$ cat config.mk
export PLATFORM = sky130hd
export DESIGN_NAME = mem_access_unit
export DESIGN_NICKNAME = d
export VERILOG_FILES = /design/src/rtl/mem_access_unit.sv
export SDC_FILE = /design/constraint.sdc
export NUM_CORES = 1
export LEC_CHECK = 0
export ABC_AREA = 1
export BUFFER_PORTS_ARGS = -buffer_cell sky130_fd_sc_hd__buf_2
export CAP_MARGIN = 0
export CORE_AREA = 4 4 63 109
export DETAILED_ROUTE_END_ITERATION = 16
export DIE_AREA = 0 0 67 113
export PLACE_DENSITY = 0.92
export SETUP_SLACK_MARGIN = 0.3
export SLEW_MARGIN = 20
export SYNTH_ARGS = -nofsm -noshare
export SYNTH_HDL_FRONTEND = slang
export SYNTH_SLANG_ARGS = --single-unit
$ cat constraint.sdc
create_clock -name clk -period 3.2 [get_ports clk]
set_input_delay 0.64 -clock clk [delete_from_list [all_inputs] [get_ports clk]]
set_output_delay 0.64 -clock clk [all_outputs]
set_load 0.01 [all_outputs]
$ cat src/rtl/mem_access_unit.sv
// Memory-access stage: latches the effective address into MAR and runs a direct
// or indirect (pointer-then-data) memory transaction, returning load data via MDR.
module mem_access_unit #(
    parameter int TIMEOUT = 16,
    parameter int CNT_W   = 8
) (
    input  logic        clk,
    input  logic        rst,
    input  logic        start,
    input  logic [1:0]  op,
    input  logic [15:0] addr,
    input  logic [15:0] wdata,
    output logic        busy,
    output logic        done,
    output logic        err,
    output logic [15:0] rdata,
    output logic [15:0] mem_addr,
    output logic        mem_en,
    output logic        mem_we,
    output logic [15:0] mem_wdata,
    input  logic [15:0] mem_rdata,
    input  logic        mem_ready
);

    localparam logic [2:0] S_IDLE = 3'd0;
    localparam logic [2:0] S_ACC1 = 3'd1;
    localparam logic [2:0] S_IND  = 3'd2;
    localparam logic [2:0] S_ACC2 = 3'd3;
    localparam logic [2:0] S_DONE = 3'd4;

    localparam logic [1:0] OP_WR  = 2'd1;
    localparam logic [1:0] OP_LDI = 2'd2;
    localparam logic [1:0] OP_STI = 2'd3;

    localparam logic [CNT_W-1:0] CNT_LAST = (TIMEOUT == 0) ? '0 : CNT_W'(TIMEOUT - 1);

    logic [2:0]       state;
    logic [15:0]      mar;
    logic [15:0]      mdr;
    logic [15:0]      sdr;
    logic [1:0]       op_q;
    logic [CNT_W-1:0] cnt;
    logic             err_q;
    logic             timed_out;

    // Handshake: mem_en holds mem_addr/mem_we/mem_wdata stable until an edge
    // samples mem_ready=1; each such sample completes exactly one access.
    assign timed_out = (TIMEOUT != 0) && !mem_ready && (cnt == CNT_LAST);

    always_ff @(posedge clk or posedge rst) begin
        if (rst) begin
            state <= S_IDLE;
            mar   <= '0;
            mdr   <= '0;
            sdr   <= '0;
            op_q  <= '0;
            cnt   <= '0;
            err_q <= 1'b0;
        end else begin
            case (state)
                S_IDLE: begin
                    if (start) begin
                        mar   <= addr;
                        mdr   <= wdata;
                        sdr   <= wdata;
                        op_q  <= op;
                        cnt   <= '0;
                        err_q <= 1'b0;
                        state <= S_ACC1;
                    end
                end
                S_ACC1: begin
                    if (mem_ready) begin
                        // Reads and both indirect ops fetch data or a pointer first.
                        if (op_q != OP_WR) mdr <= mem_rdata;
                        state <= op_q[1] ? S_IND : S_DONE;
                    end else if (timed_out) begin
                        err_q <= 1'b1;
                        state <= S_DONE;
                    end else begin
                        cnt <= cnt + CNT_W'(1);
                    end
                end
                S_IND: begin
                    mar <= mdr;
                    if (op_q == OP_STI) mdr <= sdr;
                    cnt   <= '0;
                    state <= S_ACC2;
                end
                S_ACC2: begin
                    if (mem_ready) begin
                        if (op_q == OP_LDI) mdr <= mem_rdata;
                        state <= S_DONE;
                    end else if (timed_out) begin
                        err_q <= 1'b1;
                        state <= S_DONE;
                    end else begin
                        cnt <= cnt + CNT_W'(1);
                    end
                end
                S_DONE:  state <= S_IDLE;
                default: state <= S_IDLE;
            endcase
        end
    end

    assign busy      = (state != S_IDLE);
    assign done      = (state == S_DONE);
    assign err       = err_q && (state == S_DONE);
    assign mem_en    = (state == S_ACC1) || (state == S_ACC2);
    assign mem_we    = ((state == S_ACC1) && (op_q == OP_WR)) ||
                       ((state == S_ACC2) && (op_q == OP_STI));
    assign mem_addr  = mar;
    assign mem_wdata = mdr;
    assign rdata     = mdr;

endmodule

==> results of run 1 <==
-- worst min-delay path by stage --
stage / start / endpoint / slack [ns]
after floorplan: err_q / err_q / 0.43
after global placement: sdr[0] / sdr[0] / 0.45
after detailed placement: err_q / err_q / 0.46
after CTS: sdr[7] / sdr[7] / 0.47
after global routing: rst / cnt[7] / 0.50
final: rst / mem_addr[10] / 0.44
-- stage by stage --
stage / instances / worst slack (ns) / utilization [%] / power [µW]
after floorplan: 431 / 1.02 / - / 2570
after global placement: 590 / 1.27 / 60.4 / 2950
after detailed placement: 590 / 1.25 / 60.4 / 3030
after CTS: 605 / 0.966 / 64.1 / 3800
after global routing: 605 / 0.867 / 64.1 / 4100
final: 605 / 0.985 / 64.1 / 3790
-- power by group through the flow --
stage / Combinational [µW] / Clock, µW / Sequential, µW
after floorplan: 1160 / 0 / 1400
after global placement: 1590 / 0 / 1360
after detailed placement: 1660 / 0 / 1370
after CTS: 1670 / 770 / 1360
after global routing: 1880 / 814 / 1410
final: 1660 / 763 / 1370
-- metal layers --
metal	part of all wire [%]	track usage, %
met3	7.0	4.87
met5	0	0
met4	3.4	12.1
met1	38	27.3
met2	52	39.4
-- cell type report --
| class | instances | area (µm²) |
|---|---|---|
| clock buffer | 11 | 151 |
| multi-input combinational | 318 | 1360 |
| sequential | 62 | 1550 |
| tap | 80 | 100 |
| fill | 522 | 2170 |
| timing repair buffer | 110 | 561 |
| clock inverter | 4 | 70.1 |
| inverter | 20 | 76.3 |
-- logic make-up (layout without fill, tap and decap cells) --
kind of cell / count (synthesis) / after routing / synth area share, %
AO/OA/AOI/OAI: 15 / 15 / 2.84
adder cells (fa/ha/maj): 1 / 1 / 0.394
buffers and inverters: 51 / 145 / 8.40
flip-flops: 62 / 62 / 48.9
AND/OR/NAND/NOR: 302 / 302 / 39.5
-- sequential cells by signal, indices dropped and copies added (netlist names) --
register,count
mem_addr,16
sdr,16
op_q,2
err_q,1
state,3
cnt,8
mem_wdata,16
-- cell usage after synthesis, drive strengths merged --
master / n
a211oi: 1
dfrtp: 62
a21oi: 2
clkbuf: 5
nand3b: 1
ha: 1
o21ai: 11
or2: 2
inv: 20
o211a: 1
nor2: 15
nor3: 2
buf: 26
nand2: 220
and3: 1
nand3: 61
==> results.md, run 1 <==
* Status: completed
* Pin count of the biggest net entering global routing at 49
* Worst Setup End Kind: primary output
* CTS tree: built
* Syn Area/Cell at 7.36 µm²
* Crit-path cells: inv_2, nand2_2, inv_2, buf_2
* Die area at 7570 µm²
* Synth area leader: dfrtp_1
* Initial antenna violation count at 0
* Core area at 6040 µm²
* # DRC at 0
* Fin. Hold Viols at 0
* Slew Viols, Final at 0
* R2r endpoint: mem_addr[13]
* Vias in the first global route at 3047
* Combinational share of power at 43.7%
* Crit path to: mem_en
* Post-synth net total at 486
* Antenna cells at 0
* Routed vias/inst at 5.10
* Seq/Total Area, Yosys at 48.9%
* Synth Cell Area at 3170 µm²
* Clk sinks at 62
* Final GP Congestion at 0.915
* Die span in x at 67 µm
* Gate Count Post-Synth at 431
* Fin crit share at 69.2%
* Peak supply drop at 0.462 mV
* Commonest cells after routing, fill and taps aside: nand2_1, buf_2, dfrtp_1, nand3_1, inv_1
* # resized after CTS at 0
* GRT Overall Usage at 23.4%
* CP arrival at 1.57 ns
* Worst-path clk slew at 0.07 ns
* Cell family with most CP delay: buffers and inverters
* Layout cells sized above 1 at 26.7%
* Synth top area share at 48.9%
* CTS Root Cell: clkbuf_8
* RSZ-0062 raised after global routing: false
* Post-CTS Hold Buffers at 0
* Reg2Reg Launch Point: state[0]
* Placed cell areas at 3650 µm²
* Sw Pwr at 1630 µW
* Worst skew pair latency at 0.34 ns
* Pwr dens at 978 nW/µm²
* Max Root-Sink Buffers at 2
* Headroom to the max-slew limit at 39.2%
* Initial Util at 52.6%
* Routed length per instance at 13.7 µm
* Number of synthesis warnings at 0
* Number of core rows at 38
* Min cycle time layout at 2.21 ns
* First-pass GRT wire length at 13600 µm
* P&R area growth vs syn at 22.0%
* Type of the worst setup path: reg -> out
* Final ANT Viol Nets at 0
* Hold Crit Class: in -> async
* Commonest non-fill, non-tap cell in the layout: nand2_1
* WP depth at 4
* Critical path launch point type: flop
* Crit. Startpoint: state[2]
* H-tree level count at 3
* Grt ovf at 0
* Post-Layout Inst Area at 3870 µm²
* FF-to-FF setup slack at 1.20 ns
* Io pins at 107
* Leak pwr at 0.00220 µW
* Clock Power Share at 20.1%
* Drt initial violations at 184
* Synth area leaders: dfrtp_1, nand2_1, nand3_1
* Number of max-cap violations at 0
* Worst Path Required at 2.56 ns
* CP max-delay cell: dfrtp_1
* HPWL after DPL at 6080 µm
* Vias post-DR at 3084
* CP Buf/Inv Count at 3
* WHS at 0.436 ns
* Sequential power share at 36.1%
* Fmax at 0.452 GHz
* DR pass1 iterations at 4
* Worst clock skew at 0.0141 ns
* Die height at 113 µm
* Drt total wl at 8280 µm
* Worst-Margin Slew at 0.910 ns
* PortBufs at 106
* CP dominant cell by count: inv_2
* Netlist cell types at 27
* Internal power at 2150 µW
* CTS Buf Count at 9
* Post-CTS setup buffers at 0
* Setup-failing EPs final at 0
* Switching share of total power at 43.1%
* Flop and latch count out of synthesis at 62
* Total negative slack at 0 ns
* Net count, final at 576
* Worst reg2reg path depth at 6
* Worst-path maximum fanout at 26
* CP max stage delay at 0.46 ns
(Power assumes the default switching activity.)
==> inputs of run 2 (changes only) <==
--- a/config.mk
+++ b/config.mk
@@ -5,13 +5,13 @@
 export SDC_FILE = /design/constraint.sdc
 export NUM_CORES = 1
 export LEC_CHECK = 0
-export ABC_AREA = 1
+export ABC_AREA = 0
 export BUFFER_PORTS_ARGS = -buffer_cell sky130_fd_sc_hd__buf_2
 export CAP_MARGIN = 0
-export CORE_AREA = 4 4 63 109
+export CORE_AREA = 4 4 66 113
 export DETAILED_ROUTE_END_ITERATION = 16
-export DIE_AREA = 0 0 67 113
-export PLACE_DENSITY = 0.92
+export DIE_AREA = 0 0 70 117
+export PLACE_DENSITY = 0.86
 export SETUP_SLACK_MARGIN = 0.3
 export SLEW_MARGIN = 20
 export SYNTH_ARGS = -nofsm -noshare
==> constraint.sdc (replaced) <==
create_clock -name clk -period 2.2 [get_ports clk]
set_input_delay 0.44 -clock clk [delete_from_list [all_inputs] [get_ports clk]]
set_output_delay 0.44 -clock clk [all_outputs]
set_load 0.01 [all_outputs]
==> results.md, run 2 <==
* Routed length per instance at 18.3 µm (+34%)
* Drt total wl at 8680 µm (+4.8%)
* Worst-Margin Slew at 0.827 ns (-0.0829 ns)
* Synth Cell Area at 3170 µm² (-0.12%)
* Peak supply drop at 1.01 mV (+120%)
* Headroom to the max-slew limit at 44.9% (+5.7 points)
* Number of synthesis warnings at 0 (unchanged)
* Die area at 8190 µm² (+8.2%)
* PortBufs at 106 (unchanged)
* First-pass GRT wire length at 13100 µm (-3.9%)
* Fin crit share at 89.5%
* Post-synth net total at 343 (-29%)
* Combinational share of power at 45.8% (+2.1 points)
* GRT Overall Usage at 21.0% (-2.4 points)
* FF-to-FF setup slack at 0.23 ns (-0.97 ns)
* Vias post-DR at 2689 (-13%)
* Reg2Reg Launch Point: state[1]
* Pin count of the biggest net entering global routing at 36 (-27%)
* Status: completed
* Crit. Startpoint: state[1]
* Slew Viols, Final at 0 (unchanged)
* Switching share of total power at 36.3% (-6.8 points)
* CP arrival at 2.17 ns (+0.60 ns)
* Final core occ at 63.9% (-0.22 points)
* Layout cells sized above 1 at 49.5% (+23 points)
* R2r endpoint: mem_wdata[13]
* Worst Path Required at 2.40 ns (-0.16 ns)
* Seq/Total Area, Yosys at 48.9% (+0.058 points)
* Pwr dens at 1630 nW/µm² (+66%)
* Die height at 117 µm (+3.5%)
* HPWL after DPL at 6160 µm (+1.3%)
* Post-Layout Inst Area at 4180 µm² (+7.9%)
* Critical path launch point type: flop
* Clk sinks at 62 (unchanged)
* Vias in the first global route at 2660 (-13%)
* Netlist cell types at 41 (+52%)
* Hold Crit Class: in -> async
* CTS Buf Count at 9 (unchanged)
* Total chip power at 6790 µW (+79%)
* Number of core rows at 39 (+2.6%)
* Total negative slack at 0 ns (unchanged)
* Top-count cell post-synth: dfrtp_1
* Fin cells at 474 (-22%)
* Fin. Hold Viols at 0 (unchanged)
* H-tree level count at 3 (unchanged)
* Crit path to: mem_wdata[13]
* CTS tree: built
* # DRC at 0 (unchanged)
* Placed insts at 448 (-24%)
* Final GP Congestion at 0.898 (-1.9%)
* Clock Power Share at 23.0% (+2.9 points)
* Worst clock skew at 0.00560 ns (-0.00854 ns)
* Number of flops mapped to enable cells by yosys at 0 (unchanged)
* Net count, final at 442 (-23%)
* Worst reg2reg path depth at 7 (+1)
* Synth area leaders: dfrtp_1, mux2_2, a22oi_1
* Worst-path maximum fanout at 8 (-69%)
* Internal power at 4320 µW (+100%)
* Initial Util at 48.5% (-4.1 points)
* RSZ-0062 raised after global routing: true
* Worst-path clk slew at 0.05 ns (-0.02 ns)
* Gate Count Post-Synth at 288 (-33%)
* Number of max-cap violations at 0 (unchanged)
* Core area at 6540 µm² (+8.3%)
* DR pass1 iterations at 4 (unchanged)
* Synth area leader: dfrtp_1
* Sw Pwr at 2470 µW (+51%)
* Placed cell areas at 3700 µm² (+1.4%)
* Commonest cells after routing, fill and taps aside: buf_2, dfrtp_1, nand2_1, a22oi_1, mux2_2
* Post-CTS Hold Buffers at 0 (unchanged)
* Die span in x at 70 µm (+4.5%)
* Grt ovf at 0 (unchanged)
* Worst Setup End Kind: flop
* Io pins at 107 (unchanged)
* Syn Area/Cell at 11.0 µm² (+49%)
* Commonest non-fill, non-tap cell in the layout: buf_2
* Drt initial violations at 166 (-9.8%)
* Type of the worst setup path: reg -> reg
* Ys flop type: dfrtp_1
* Leak pwr at 0.00202 µW (-8.1%)
* Flop and latch count out of synthesis at 62 (unchanged)
* Synth top area share at 48.9% (+0.058 points)
* CTS Root Cell: clkbuf_16
* Initial antenna violation count at 0 (unchanged)
* Fmax at 0.508 GHz
* Routed vias/inst at 5.67 (+11%)
* Post-synth ARST share at 100% (unchanged)
* Sequential power share at 31.2% (-4.9 points)
* Min cycle time layout at 1.97 ns
* Setup-failing EPs final at 0 (unchanged)
* Antenna cells at 0 (unchanged)
* Max Root-Sink Buffers at 2 (unchanged)
* Final ANT Viol Nets at 0 (unchanged)
* P&R area growth vs syn at 31.8%
* Synth top cells by count: dfrtp_1, nand2_1, a22oi_1
* Worst skew pair latency at 0.33 ns (about the same)
## run 2: changes by cell type in the layout (fill, tap and decap cells not counted), sizes merged, moves of 7 or more
cell,previous run,this run
a22oi,0,32
o21ai,11,4
mux2,0,34
nand2,220,43
nor2,15,3
buf,110,125
o2bb2ai,0,16
inv,19,4
nand3,61,3
## run 2: worst max-delay path: stages, from the launching register on
cell       delay [ns]
dfrtp_2          0.47
buf_2            0.19
a21oi_1          0.15
nor2_1           0.09
a2111oi_4        0.27
buf_4            0.20
buf_12           0.13
mux2_2           0.34
## run 2: repair_timing
item,in CTS,in global routing
cloned,0,1
gates resized for setup,8,7
pin swaps,4,3
endpoints found under the setup margin,45,48
setup buffers,6,3
## run 2: layer usage
metal	global-route usage [%]	share of wire [%]	vias up
met5	0	0	-
met1	23.1	36	1301
met3	4.62	5.4	34
met4	13.9	4.8	0
met2	36.2	54	118
li1	-	-	1236
## run 2: final cells by class
cell class,instances,area (µm²)
Fill cell,534,2360
Sequential cell,62,1560
Multi-Input combinational cell,183,1430
Timing Repair Buffer,126,732
Clock buffer,13,270
Tap cell,82,103
Clock inverter,3,65.1
Inverter,5,22.5
## run 2: worst min-delay path by stage
| stage | start | end | slack, ns | depth (start not counted) |
|---|---|---|---|---|
| final | rst | mem_addr[0] | 0.19 | 2 |
| after global routing | rst | mem_addr[0] | 0.23 | 2 |
| after CTS | rst | mem_addr[0] | 0.20 | 2 |
| after detailed placement | mem_addr[14] | mem_addr[14] | 0.46 | 2 |
| after global placement | mem_addr[10] | mem_addr[10] | 0.45 | 2 |
| after floorplan | sdr[10] | sdr[10] | 0.48 | 1 |
## run 2: stage by stage
stage / hold WS (ns) / worst slack [ns]
final: 0.189 / 0.232
after floorplan: 0.481 / 0.254
after global placement: 0.455 / 0.198
after detailed placement: 0.462 / 0.147
after global routing: 0.234 / 0.153
after CTS: 0.204 / 0.273
## run 2: power by group through the flow
stage,Sequential (µW),Combinational (µW),Clock [µW]
3_3_place_gp,2110,2720,0
5_1_grt,2190,3370,1630
2_1_floorplan,2110,2020,0
3_5_place_dp,2160,2820,0
4_1_cts,2120,2950,1590
6_report,2120,3110,1560
## run 2: cell families (layout without fill, tap and decap cells)
| logic type | Yosys count | after routing | share of synthesized area, % |
|---|---|---|---|
| simple gates | 77 | 77 | 12.0 |
| mux | 37 | 37 | 14.2 |
| compound gates | 67 | 67 | 16.4 |
| flops | 62 | 62 | 48.9 |
| fa+ha+maj | 1 | 1 | 0.395 |
| xor+xnor | 1 | 1 | 0.276 |
| buf+inv | 43 | 147 | 7.77 |
